$ cat src/rtl/ccc_lock_sequencer.sv
// ccc_lock_sequencer: PLL reset driver, lock qualifier and staggered
// release of per-domain resets, with relock on lock loss or request.
module ccc_lock_sequencer #(
   parameter int NUM_CH       = 4,
   parameter int ARST_PULSE   = 32,
   parameter int LOCK_TIMEOUT = 65535,
   parameter int LOCK_FILT    = 256,
   parameter int STAGE_GAP    = 16,
   parameter int CNT_W        = 16
) (
   input  logic              CLK,
   input  logic              RESET,
   input  logic              LOCK,
   input  logic              FORCE_RELOCK,
   output logic              PLL_ARST_N,
   output logic [NUM_CH-1:0] CH_RST,
   output logic              READY,
   output logic              LOCK_LOST,
   output logic [7:0]        RELOCK_CNT,
   output logic [2:0]        STATE
);

   localparam int IDX_W = (NUM_CH > 1) ? $clog2(NUM_CH) : 1;

   localparam logic [CNT_W-1:0] ARST_END =
      CNT_W'(ARST_PULSE - 1);
   localparam logic [CNT_W-1:0] TIMEOUT_END =
      CNT_W'(LOCK_TIMEOUT - 1);
   localparam logic [CNT_W-1:0] FILT_END =
      CNT_W'(LOCK_FILT - 1);
   localparam logic [CNT_W-1:0] GAP_END =
      CNT_W'(STAGE_GAP - 1);
   localparam logic [IDX_W-1:0] LAST_IDX =
      IDX_W'(NUM_CH - 1);
   localparam logic [NUM_CH-1:0] CH_ONE = NUM_CH'(1);

   typedef enum logic [2:0] {
      PLLRST = 3'd0,
      WAIT   = 3'd1,
      FILT   = 3'd2,
      STAGE  = 3'd3,
      RUN    = 3'd4
   } state_t;

   state_t           state;
   logic [CNT_W-1:0] cnt;
   logic [IDX_W-1:0] idx;
   logic             armed;
   logic             lock_meta;
   logic             lock_s;
   logic             loss_abort;
   logic             force_abort;
   logic             abort;
   logic [7:0]       relock_inc;

   assign STATE = state;

   // two-flop synchroniser for the asynchronous PLL lock
   always_ff @(posedge CLK or posedge RESET) begin
      if (RESET) begin
         lock_meta <= 1'b0;
         lock_s    <= 1'b0;
      end else begin
         lock_meta <= LOCK;
         lock_s    <= lock_meta;
      end
   end

   // abort qualification: lock loss wins over a forced relock
   always_comb begin
      loss_abort  = 1'b0;
      force_abort = 1'b0;
      case (state)
         WAIT, FILT: begin
            force_abort = FORCE_RELOCK;
         end
         STAGE, RUN: begin
            loss_abort  = !lock_s;
            force_abort = FORCE_RELOCK && lock_s;
         end
         default: begin
            force_abort = 1'b0;
         end
      endcase
      abort = loss_abort || force_abort;
      relock_inc = (RELOCK_CNT == 8'hFF) ?
                   RELOCK_CNT : RELOCK_CNT + 8'd1;
   end

   // sequencer FSM with registered outputs; the first edge after
   // reset release only arms it, so the reset-time PLL pulse spans
   // a full ARST_PULSE cycles measured from that edge
   always_ff @(posedge CLK or posedge RESET) begin
      if (RESET) begin
         state      <= PLLRST;
         cnt        <= '0;
         idx        <= '0;
         armed      <= 1'b0;
         PLL_ARST_N <= 1'b0;
         CH_RST     <= '1;
         READY      <= 1'b0;
         LOCK_LOST  <= 1'b0;
         RELOCK_CNT <= 8'd0;
      end else if (!armed) begin
         armed <= 1'b1;
      end else if (abort) begin
         state      <= PLLRST;
         cnt        <= '0;
         idx        <= '0;
         PLL_ARST_N <= 1'b0;
         CH_RST     <= '1;
         READY      <= 1'b0;
         RELOCK_CNT <= relock_inc;
         if (loss_abort) begin
            LOCK_LOST <= 1'b1;
         end
      end else begin
         case (state)
            PLLRST: begin
               if (cnt == ARST_END) begin
                  state      <= WAIT;
                  cnt        <= '0;
                  PLL_ARST_N <= 1'b1;
               end else begin
                  cnt <= cnt + CNT_W'(1);
               end
            end
            WAIT: begin
               if (lock_s) begin
                  state <= FILT;
                  cnt   <= '0;
               end else if (cnt == TIMEOUT_END) begin
                  state      <= PLLRST;
                  cnt        <= '0;
                  PLL_ARST_N <= 1'b0;
                  RELOCK_CNT <= relock_inc;
               end else begin
                  cnt <= cnt + CNT_W'(1);
               end
            end
            FILT: begin
               if (!lock_s) begin
                  state <= WAIT;
                  cnt   <= '0;
               end else if (cnt == FILT_END) begin
                  state <= STAGE;
                  cnt   <= '0;
                  idx   <= '0;
               end else begin
                  cnt <= cnt + CNT_W'(1);
               end
            end
            STAGE: begin
               if (cnt == GAP_END) begin
                  CH_RST <= CH_RST & ~(CH_ONE << idx);
                  cnt    <= '0;
                  if (idx == LAST_IDX) begin
                     state <= RUN;
                     READY <= 1'b1;
                  end else begin
                     idx <= idx + IDX_W'(1);
                  end
               end else begin
                  cnt <= cnt + CNT_W'(1);
               end
            end
            RUN: begin
               READY <= 1'b1;
            end
            default: begin
               state      <= PLLRST;
               cnt        <= '0;
               idx        <= '0;
               PLL_ARST_N <= 1'b0;
               CH_RST     <= '1;
               READY      <= 1'b0;
            end
         endcase
      end
   end

endmodule

$ cat config.mk
export PLATFORM = sky130hd
export DESIGN_NAME = ccc_lock_sequencer
export DESIGN_NICKNAME = d
export VERILOG_FILES = /design/src/rtl/ccc_lock_sequencer.sv
export SDC_FILE = /design/constraint.sdc
export NUM_CORES = 1
export LEC_CHECK = 0
export BUFFER_PORTS_ARGS = -buffer_cell sky130_fd_sc_hd__buf_4
export CORE_AREA = 2 2 66 68
export DETAILED_ROUTE_END_ITERATION = 10
export DIE_AREA = 0 0 68 70
export PLACE_DENSITY_LB_ADDON = 0.05
export SETUP_SLACK_MARGIN = 0.4
export SLEW_MARGIN = 20
export SYNTH_ARGS = -nofsm -noshare
export SYNTH_HDL_FRONTEND = slang
export SYNTH_SLANG_ARGS = --single-unit
$ cat constraint.sdc
create_clock -name CLK -period 4.93 [get_ports CLK]
set_clock_uncertainty 0.2 [all_clocks]
set_input_delay 0 -clock CLK [delete_from_list [all_inputs] [get_ports CLK]]
set_output_delay 0 -clock CLK [all_outputs]
set_load 0.02 [all_outputs]
==> flow_metrics.py <==
metrics = {
    "run_status": {
        "status": "finished clean",
    },
    "sta": {
        "finalMaxSlewViolations": 0,
        "rsz0062_at_grt": "false",
        "finalHoldViolCount": 0,
        "hold_ws_ps": 149,
        "fmax_mhz": 310,
        "setup_viol": 0,
        "period_share": 0.655,
        "slew_headroom": 0.303,
        "setup_tns_ps": 0,
        "worst_slew_pin_slew_ps": 1040,
        "period_needed_ps": 3230,
    },
    "cells_and_area": {
        "diodes": 0,
        "drive_above_1_share": 0.175,
        "postLayoutCellArea_sq_um": 2670,
        "area_delta_synth_final_pct": 14.7,
        "final_nets": 295,
        "post-route-util": 0.644,
    },
    "synth": {
        "post-synth-top-area-cell": "dfrtp_1",
        "synthArstFlopShare": 1.00,
        "synth_flop_cell": "dfrtp_1",
        "syn-num-nets": 272,
        "yosys-top-cells-area": "dfrtp_1 38%, nand3_1 5.0%, dfstp_2 4.5%, nand2_1 4.4%, o21ai_0 4.3%",
        "synth_enable_flop_cells": 0,
        "synthesis.area_sq_um": 2320,
        "synth_cells": 261,
        "yosys.cell_count.top_type": "dfrtp_1",
        "yosysSeqAreaShare": 0.422,
        "synth_top_cell_area_share": 0.377,
        "ys_warn_count": 0,
        "synth_common_cells": "35 x dfrtp_1, 27 x nand2_1, 23 x nand3_1, 21 x nor2_1, 20 x o21ai_0",
        "avgSynthCellArea_sq_um": 8.91,
        "ys_seq_elements": 39,
        "ys_types": 51,
    },
    "min_path": {
        "worstHoldStart": "lock_meta",
        "min_path_cells": 0,
        "holdPathEnd": "lock_s",
        "hold_class": "reg2reg",
    },
    "detailed_routing": {
        "via_per_inst": 5.95,
        "drt_wl_total_microns": 5170,
        "ant_nets": 0,
        "drt-pass1-iter-count": 4,
        "drtIter0Drc": 154,
        "vias": 2004,
        "drc": 0,
        "routedWlPerCell_microns": 15.3,
    },
    "floorplanning": {
        "die_width_microns": 68,
        "initial_core_util": 0.561,
        "placement_rows": 24,
        "io_pins": 22,
        "dieArea_sq_um": 4760,
        "coreArea_sq_um": 4140,
        "die_h_microns": 70,
    },
    "placement": {
        "gp_congestion": 0.921,
        "dpl.hpwl_microns": 3670,
        "place_area_sq_um": 2520,
        "numPortBuffers": 21,
    },
    "worst_setup_path": {
        "crit_path_start_kind": "flip-flop",
        "endpoint_kind": "flip-flop",
        "crit_fanout": 12,
        "crit_required_ps": 4910,
        "rrSetupSlack_ps": 1700,
        "arrival_ps": 3210,
        "timing.rr.start": "cnt[11]",
        "ff2ff_path_depth": 6,
        "worstSetupPathType": "reg2reg",
        "r2r-end": "cnt[8]",
        "crit_path_start": "cnt[11]",
    },
    "power": {
        "internal_power_mw": 0.576,
        "sw_frac_of_total": 0.289,
        "ir_worst_vdd_v": 0.000252,
        "comb_power_share": 0.156,
        "power_density_nw_per_um2": 304,
        "power.share.sequential": 0.501,
        "p_sw_mw": 0.234,
        "p_clk_frac": 0.343,
        "p_leak_nw": 1.19,
    },
    "clock_tree": {
        "cts_tree": "yes",
        "cts.sinks": 39,
        "clk_path_buf_depth": 2,
        "ctsResizeCount": 0,
        "cts_made_buffers": 5,
        "htreeDepth": 2,
        "clk_latency_ps": 300,
        "path_clk_slew_ps": 80,
        "root_buffer": "clkbuf_8",
    },
    "global_route": {
        "gr-total-overflow": 0,
        "antenna_found_initial": 0,
        "grt_pass1_wl_microns": 8760,
        "grt_max_degree": 40,
        "track_usage": 0.241,
        "grt_pass1_vias": 1868,
    },
    "job": {
        "cap_violations": 0,
    },
}
==> layer usage <==
layer  vias up  global-route usage  part of all wire
met5         -                   0                 0
li1       1002                   -                 -
met2        41               0.351              0.45
met3         5              0.0531             0.039
met1       956               0.359              0.50
met4         0              0.0689             0.011
==> sequential cells by signal, summed over array words and instances (netlist names), 2 cells and up <==
| name | flops |
|---|---|
| CH_RST | 4 |
| STATE | 3 |
| idx | 2 |
| RELOCK_CNT | 8 |
| cnt | 16 |
==> through the flow <==
step | setup slack, ps | power, mW | instances
3_5_place_dp | 1700 | 0.536 | 326
6_report | 1700 | 0.810 | 337
2_1_floorplan | 2180 | 0.498 | 261
5_1_grt | 1560 | 0.856 | 337
4_1_cts | 1700 | 0.816 | 337
3_3_place_gp | 1770 | 0.531 | 326
==> cell type report <==
cell class / count / area [sq um]
clock buffers: 6 / 82.6
multi-input cells: 200 / 1260
repair buffers: 26 / 203
flip-flops and latches: 39 / 981
fillers: 371 / 1480
clock inverters: 2 / 35.0
well taps: 52 / 65.1
inverters: 12 / 45.0
==> worst max-delay path: stages (launching register included) <==
cell and delay (ps):
dfrtp_1 460, or4_4 580, or4_4 580, a32oi_2 300, a31oi_1 410, and3_1 340, a211o_1 260
==> power by group through the flow <==
stage,clock [mW],combinational [mW],sequential (mW)
final,0.278,0.126,0.406
after global placement,0,0.121,0.410
after floorplan,0,0.102,0.396
after CTS,0.284,0.127,0.405
after detailed placement,0,0.125,0.412
after global routing,0.296,0.145,0.415
==> kinds of logic (layout without fill, tap and decap cells) <==
| family | after synthesis | after routing | share of synthesized area |
|---|---|---|---|
| AOI/OAI and AO/OA | 57 | 57 | 0.164 |
| xor gates and xnor gates | 7 | 7 | 0.0264 |
| adders and majority gates | 7 | 7 | 0.0377 |
| buffers and inverters | 22 | 46 | 0.0377 |
| DFF | 39 | 39 | 0.422 |
| muxes | 5 | 5 | 0.0242 |
| other | 1 | 1 | 0.00161 |
| and+or+nand+nor | 123 | 123 | 0.286 |
==> what timing repair did <==
| action | 4_1_cts | 5_1_grt |
|---|---|---|
| hold endpoints to repair | 41 | 0 |
| buffers inserted | 0 | 0 |
| hold buffers | 3 | 0 |
==> cells in the final DEF (no fill, tap or decap), types with 2 or more instances in the layout <==
master,n
dfstp_2,4
o21ai_1,2
o31ai_1,2
o21a_1,2
inv_1,12
a31oi_1,2
dfrtp_1,35
ha_1,7
mux2_2,5
nand2b_1,4
o211ai_1,4
nor3_1,3
nand2_1,27
o21ai_0,19
o22ai_1,3
nand3_1,23
or4_1,3
nand4_1,10
a21oi_1,8
clkbuf_8,6
o311ai_0,2
or3b_2,2
nor2_1,21
dlygate4sd3_1,3
and3_1,9
buf_4,23
a22o_1,2
xnor2_1,6
or4_4,3
or3_1,10
==> how the worst max path moves through the flow <==
stage,endpoint,depth (start not counted)
after floorplan,STATE[0],6
after global placement,cnt[8],6
after detailed placement,cnt[8],6
after CTS,cnt[8],6
after global routing,cnt[8],6
final,cnt[8],6
No activity file was read; power rests on OpenSTA's default activity.
